<file path="src/rtl/uart_tx_arbiter_pkg.sv">
// Shared UART definitions: frame-sequencer state encodings, data width and bit-period math.
// Used by the transmit arbiter and reusable by a future receiver.
package uart_tx_arbiter_pkg;

  localparam logic [1:0] S_IDLE  = 2'd0;
  localparam logic [1:0] S_START = 2'd1;
  localparam logic [1:0] S_DATA  = 2'd2;
  localparam logic [1:0] S_STOP  = 2'd3;

  localparam int UART_DATA_BITS = 8;

  typedef logic [UART_DATA_BITS-1:0] uart_byte_t;

  function automatic int clks_per_bit(input int freq_clkin, input int baud_rate);
    return freq_clkin / baud_rate;
  endfunction

endpackage

</file>
<file path="src/rtl/uart_baud_tick.sv">
// Restartable bit-period divider: counts 0..CLKS_PER_BIT-1 while enabled and pulses tick
// on the last count. Clearing re-phases the bit timing to the current cycle.
module uart_baud_tick #(
  parameter int CLKS_PER_BIT = 4
) (
  input  logic clk,
  input  logic rst_n,
  input  logic clear,
  input  logic en,
  output logic tick
);

  localparam int CNT_W = (CLKS_PER_BIT < 2) ? 1 : $clog2(CLKS_PER_BIT);
  localparam logic [CNT_W-1:0] LAST = CNT_W'(CLKS_PER_BIT - 1);

  if (CLKS_PER_BIT < 2) begin : g_bad_divider
    $error("uart_baud_tick: CLKS_PER_BIT must be at least 2");
  end

  logic [CNT_W-1:0] cnt_q, cnt_d;

  assign tick = en && (cnt_q == LAST);

  always_comb begin
    cnt_d = cnt_q;
    if (clear) begin
      cnt_d = '0;
    end else if (en) begin
      cnt_d = tick ? '0 : cnt_q + 1'b1;
    end
  end

  always_ff @(posedge clk) begin
    if (!rst_n) begin
      cnt_q <= '0;
    end else begin
      cnt_q <= cnt_d;
    end
  end

endmodule

</file>
<file path="src/rtl/uart_tx_arbiter.sv">
// Two-requester 8N1 UART transmitter with round-robin arbitration.
// Each frame's bit timing is phase-aligned to the cycle its byte was accepted.
module uart_tx_arbiter
  import uart_tx_arbiter_pkg::*;
#(
  parameter int FREQ_CLKIN = 100_000_000,
  parameter int BAUD_RATE  = 9600
) (
  input  logic       clk,
  input  logic       rst_n,
  input  logic       req0_valid,
  input  logic [7:0] req0_data,
  output logic       req0_ready,
  input  logic       req1_valid,
  input  logic [7:0] req1_data,
  output logic       req1_ready,
  output logic       tx,
  output logic       busy,
  output logic       grant_id
);

  localparam int CLKS_PER_BIT = clks_per_bit(FREQ_CLKIN, BAUD_RATE);
  localparam int BIT_CNT_W    = $clog2(UART_DATA_BITS);
  localparam logic [BIT_CNT_W-1:0] LAST_BIT = BIT_CNT_W'(UART_DATA_BITS - 1);

  logic [1:0]           state_q, state_d;
  logic                 tx_q, tx_d;
  logic                 busy_q, busy_d;
  logic                 grant_q, grant_d;
  logic                 last_grant_q, last_grant_d;
  uart_byte_t           shift_q, shift_d;
  logic [BIT_CNT_W-1:0] bit_cnt_q, bit_cnt_d;

  logic winner;
  logic idle;
  logic handshake;
  logic tick;

  uart_baud_tick #(
    .CLKS_PER_BIT(CLKS_PER_BIT)
  ) u_baud_tick (
    .clk  (clk),
    .rst_n(rst_n),
    .clear(handshake),
    .en   (!idle),
    .tick (tick)
  );

  // Ties go to the requester that was not served last; a lone requester always wins.
  // Readies are suppressed during reset, since a handshake there would be discarded.
  always_comb begin
    idle       = (state_q == S_IDLE);
    winner     = (req0_valid && req1_valid) ? ~last_grant_q : req1_valid;
    req0_ready = rst_n && idle && req0_valid && !winner;
    req1_ready = rst_n && idle && req1_valid &&  winner;
    handshake  = req0_ready || req1_ready;
  end

  // NOTE: every next-state variable takes its current value first, so no path leaves one
  // unassigned and no latch can be inferred.
  always_comb begin
    state_d      = state_q;
    tx_d         = tx_q;
    busy_d       = busy_q;
    grant_d      = grant_q;
    last_grant_d = last_grant_q;
    shift_d      = shift_q;
    bit_cnt_d    = bit_cnt_q;
    case (state_q)
      S_IDLE: begin
        if (handshake) begin
          shift_d      = winner ? req1_data : req0_data;
          grant_d      = winner;
          last_grant_d = winner;
          bit_cnt_d    = '0;
          tx_d         = 1'b0;
          busy_d       = 1'b1;
          state_d      = S_START;
        end
      end
      S_START: begin
        if (tick) begin
          tx_d    = shift_q[0];
          state_d = S_DATA;
        end
      end
      S_DATA: begin
        if (tick) begin
          if (bit_cnt_q == LAST_BIT) begin
            tx_d    = 1'b1;
            state_d = S_STOP;
          end else begin
            shift_d   = shift_q >> 1;
            tx_d      = shift_q[1];
            bit_cnt_d = bit_cnt_q + 1'b1;
          end
        end
      end
      S_STOP: begin
        if (tick) begin
          busy_d  = 1'b0;
          state_d = S_IDLE;
        end
      end
      default: state_d = S_IDLE;
    endcase
  end

  // NOTE: state is updated only with non-blocking assignments so every flop samples the
  // values from before the edge, independent of statement order.
  always_ff @(posedge clk) begin
    if (!rst_n) begin
      state_q      <= S_IDLE;
      tx_q         <= 1'b1;
      busy_q       <= 1'b0;
      grant_q      <= 1'b0;
      last_grant_q <= 1'b1;
      shift_q      <= '0;
      bit_cnt_q    <= '0;
    end else begin
      state_q      <= state_d;
      tx_q         <= tx_d;
      busy_q       <= busy_d;
      grant_q      <= grant_d;
      last_grant_q <= last_grant_d;
      shift_q      <= shift_d;
      bit_cnt_q    <= bit_cnt_d;
    end
  end

  assign tx       = tx_q;
  assign busy     = busy_q;
  assign grant_id = grant_q;

endmodule

</file>
<file path="config.mk">
export PLATFORM = sky130hd
export DESIGN_NAME = uart_tx_arbiter
export DESIGN_NICKNAME = d
export VERILOG_FILES = /design/src/rtl/uart_tx_arbiter_pkg.sv /design/src/rtl/uart_baud_tick.sv /design/src/rtl/uart_tx_arbiter.sv
export SDC_FILE = /design/constraint.sdc
export NUM_CORES = 1
export LEC_CHECK = 0
export ABC_AREA = 1
export BUFFER_PORTS_ARGS = -buffer_cell sky130_fd_sc_hd__buf_4
export CORE_AREA = 5 5 63 65
export DETAILED_ROUTE_END_ITERATION = 7
export DIE_AREA = 0 0 68 70
export PLACE_DENSITY = 0.84
export SLEW_MARGIN = 20
export SYNTH_ARGS = -nofsm -noshare
export SYNTH_HDL_FRONTEND = slang
export SYNTH_SLANG_ARGS = --single-unit
</file>
<file path="constraint.sdc">
create_clock -name clk -period 2.1 [get_ports clk]
set_clock_uncertainty 0.2 [all_clocks]
set_input_delay 0.105 -clock clk [delete_from_list [all_inputs] [get_ports clk]]
set_output_delay 0.105 -clock clk [all_outputs]
set_load 0.02 [all_outputs]
</file>
==> out/results.ini <==
[outcome]
status=finished, final reports clean

[sta]
setup_viol=0
final-hold-violation-count=0
finalCriticalPeriod_ns=1.97
fmax_ghz=0.507
maxSlewHeadroom=0.741
worst_pin_slew_ns=0.386
drv_slew=0
tns_ns=0
whs_ns=0.0138
fin_crit_sh=0.939
rsz0062_at_grt=false

[yosys]
yosysWarnings=0
synth_edf_count=0
synthesis.nets=277
synth_cell_type_count=37
ys_seq_area_frac=0.348
synth-main-ff-cell=dfxtp_1
ys_ff_latch=31
netlist_instances=250
synth_area_um2=1780
async_reset_ff_frac=0
synth_area_per_cell_um2=7.14

[grt]
grt_pass1_wl_um=6930
track_usage=0.186
grt_overflow_total=0
antenna_found_initial=0
grt_pass1_vias=1597
grt_max_degree=15

[layout]
area_growth_pct=20.7
fillers=288
fin_nets=314
drive_above_1_share=0.201
n_antenna_cell=0

[power]
comb_power_share=0.519
powerDensity_nw_per_um2=1170
total_power_w=0.00251
clkPwrFrac=0.161
power.switching_w=0.00109
cellLeakagePower_nw=0.905
swShare=0.433
max-vdd-ir-drop_mv=0.831
pwr-share-seq=0.320
intPower_w=0.00142

[drt]
drtPass1Iterations=4
dr_total_vias=1724
routed_via_density=5.16
ant_nets=0
wl_per_cell_um=12.1
drcViolationCount=0
dr.first_iter.drc_count=116
wl_um=4050

[worst_setup_path]
cpMostUsedCell=a21oi_1
worst_ep_arrival_time_ns=2.04
cp_max_fo=9
slowest_stage=dlygate4sd3_1
slowest_delay_ns=0.57
crit_chain=inv_1 -> ha_1 -> buf_4 -> a21oi_1 -> dlygate4sd3_1 -> nand3_1 -> a21oi_1
worstPathRequired_ns=2.17
endpoint_kind=register
crit_type=register to register
critPathLaunchType=register

[floorplanning]
row_count=21
start_util=0.543
core_area_um2=3280
die-area_um2=4760
io_pins=25
die_x_um=68
dieHeight_um=70

[clock_tree]
clk_pin_slew_ns=0.10
cts_tree=yes
clk_latency_ns=0.33
clock_sinks=31
cts_buffers=5
post_cts_buffers=0
clk_path_buf_depth=2
clock-root-buffer=clkbuf_4
h-tree-depth=2

[place]
dpl.hpwl_um=3050
globalplace.congestion=0.919
io_buffer_count=24

[job]
drv_cap=0

[hold_path]
min_path_type=input pin to register

[synthesized netlist by cell type (4+ instances only)]
cell | count | area share
a21oi_1 | 18 | 0.050
a21oi_2 | 4 | 0.020
dfxtp_1 | 31 | 0.35
ha_1 | 7 | 0.049
inv_1 | 18 | 0.038
nand2_1 | 65 | 0.14
nand3_1 | 22 | 0.062
nand4_1 | 6 | 0.021
nor2_1 | 30 | 0.063
o21a_1 | 6 | 0.025
o21ai_0 | 6 | 0.017
[registers in the layout, indices dropped and copies added (netlist names)]
name,cells
u_baud_tick.cnt_q,14
shift_q,8
bit_cnt_q,3
state_q,2
busy,1
grant_id,1
last_grant_q,1
tx,1
[worst paths after layout]
check	end	depth (start not counted)	slack, ns	startpoint
setup / recovery	shift_q[7]	7	0.13	state_q[0]
hold / removal	grant_id	4	0.01	req0_valid
setup reg to reg	shift_q[7]	7	0.13	state_q[0]
hold reg to reg	shift_q[7]	2	0.27	shift_q[7]
[cell families after synthesis]
| family | synth area share |
|---|---|
| AOI/OAI and AO/OA | 0.147 |
| xor gates and xnor gates | 0.0147 |
| adders and majority gates | 0.0491 |
| buffers and inverters | 0.0722 |
| DFF | 0.348 |
| and+or+nand+nor | 0.369 |
[routing by layer]
metal	GRT usage	wire, µm
met5	0	0
met4	0.0728	58
met1	0.233	1730
met3	0.0465	173
met2	0.300	2090
[cell type report]
type	instances	area, µm²	share of cell area
Multi-Input combinational cell	192	1040	0.482
Tap cell	46	57.6	0.0267
Clock buffer	8	68.8	0.0320
Sequential cell	31	622	0.289
Inverter	22	90.1	0.0418
Timing Repair Buffer	35	278	0.129
[power by group through the flow]
stage          Sequential [W]  Clock, W  Combinational [W]
6_report             0.000804  0.000405            0.00130
3_5_place_dp         0.000815         0            0.00128
3_3_place_gp         0.000808         0            0.00125
2_1_floorplan        0.000814         0            0.00100
4_1_cts              0.000802  0.000410            0.00130
5_1_grt              0.000820  0.000449            0.00145
[per-stage QoR]
stage / utilization / setup WS [ns] / cell area [µm²] / cells
after floorplan: - / 0.207 / 1780 / 250
final: 0.656 / 0.127 / 2150 / 334
after CTS: 0.654 / 0.115 / 2150 / 334
after global placement: 0.615 / 0.241 / 2020 / 320
after global routing: 0.656 / 0.0101 / 2150 / 334
after detailed placement: 0.615 / 0.153 / 2020 / 320
[placed cells by master (no fill, tap or decap), types with 2 or more instances in the layout]
cell | synthesis | layout
o21ai_0 | 6 | 6
buf_4 | 1 | 29
dlygate4sd3_1 | 0 | 6
clkbuf_4 | 0 | 5
ha_1 | 7 | 7
a31oi_1 | 2 | 2
o21a_1 | 6 | 6
nand4_1 | 6 | 6
nor2_2 | 2 | 3
o21bai_1 | 2 | 2
inv_1 | 18 | 18
nor2_4 | 2 | 2
xor2_1 | 3 | 3
a21oi_2 | 4 | 4
nand2_2 | 3 | 3
nor2_1 | 30 | 29
dfxtp_1 | 31 | 30
nand3_2 | 2 | 2
a21oi_1 | 18 | 18
nand2_4 | 2 | 2
nand2_1 | 65 | 65
nand3_1 | 22 | 22
clkbuf_8 | 0 | 2
[critical path, delay by kind of cell, from the launching register on]
| kind | cells | cell delay [ns] |
|---|---|---|
| buffers and inverters | 3 | 0.81 |
| AND/OR/NAND/NOR | 1 | 0.09 |
| adder cells (fa/ha/maj) | 1 | 0.21 |
| flip-flops | 1 | 0.37 |
| AO/OA/AOI/OAI | 2 | 0.23 |
[timing repair]
action                                 CTS  global route
hold buffers                             6             0
endpoints found under the hold margin   12             0
resized for setup                        0             2
setup endpoints to repair                0             4
Note: power is estimated with default switching activity, not from simulation.
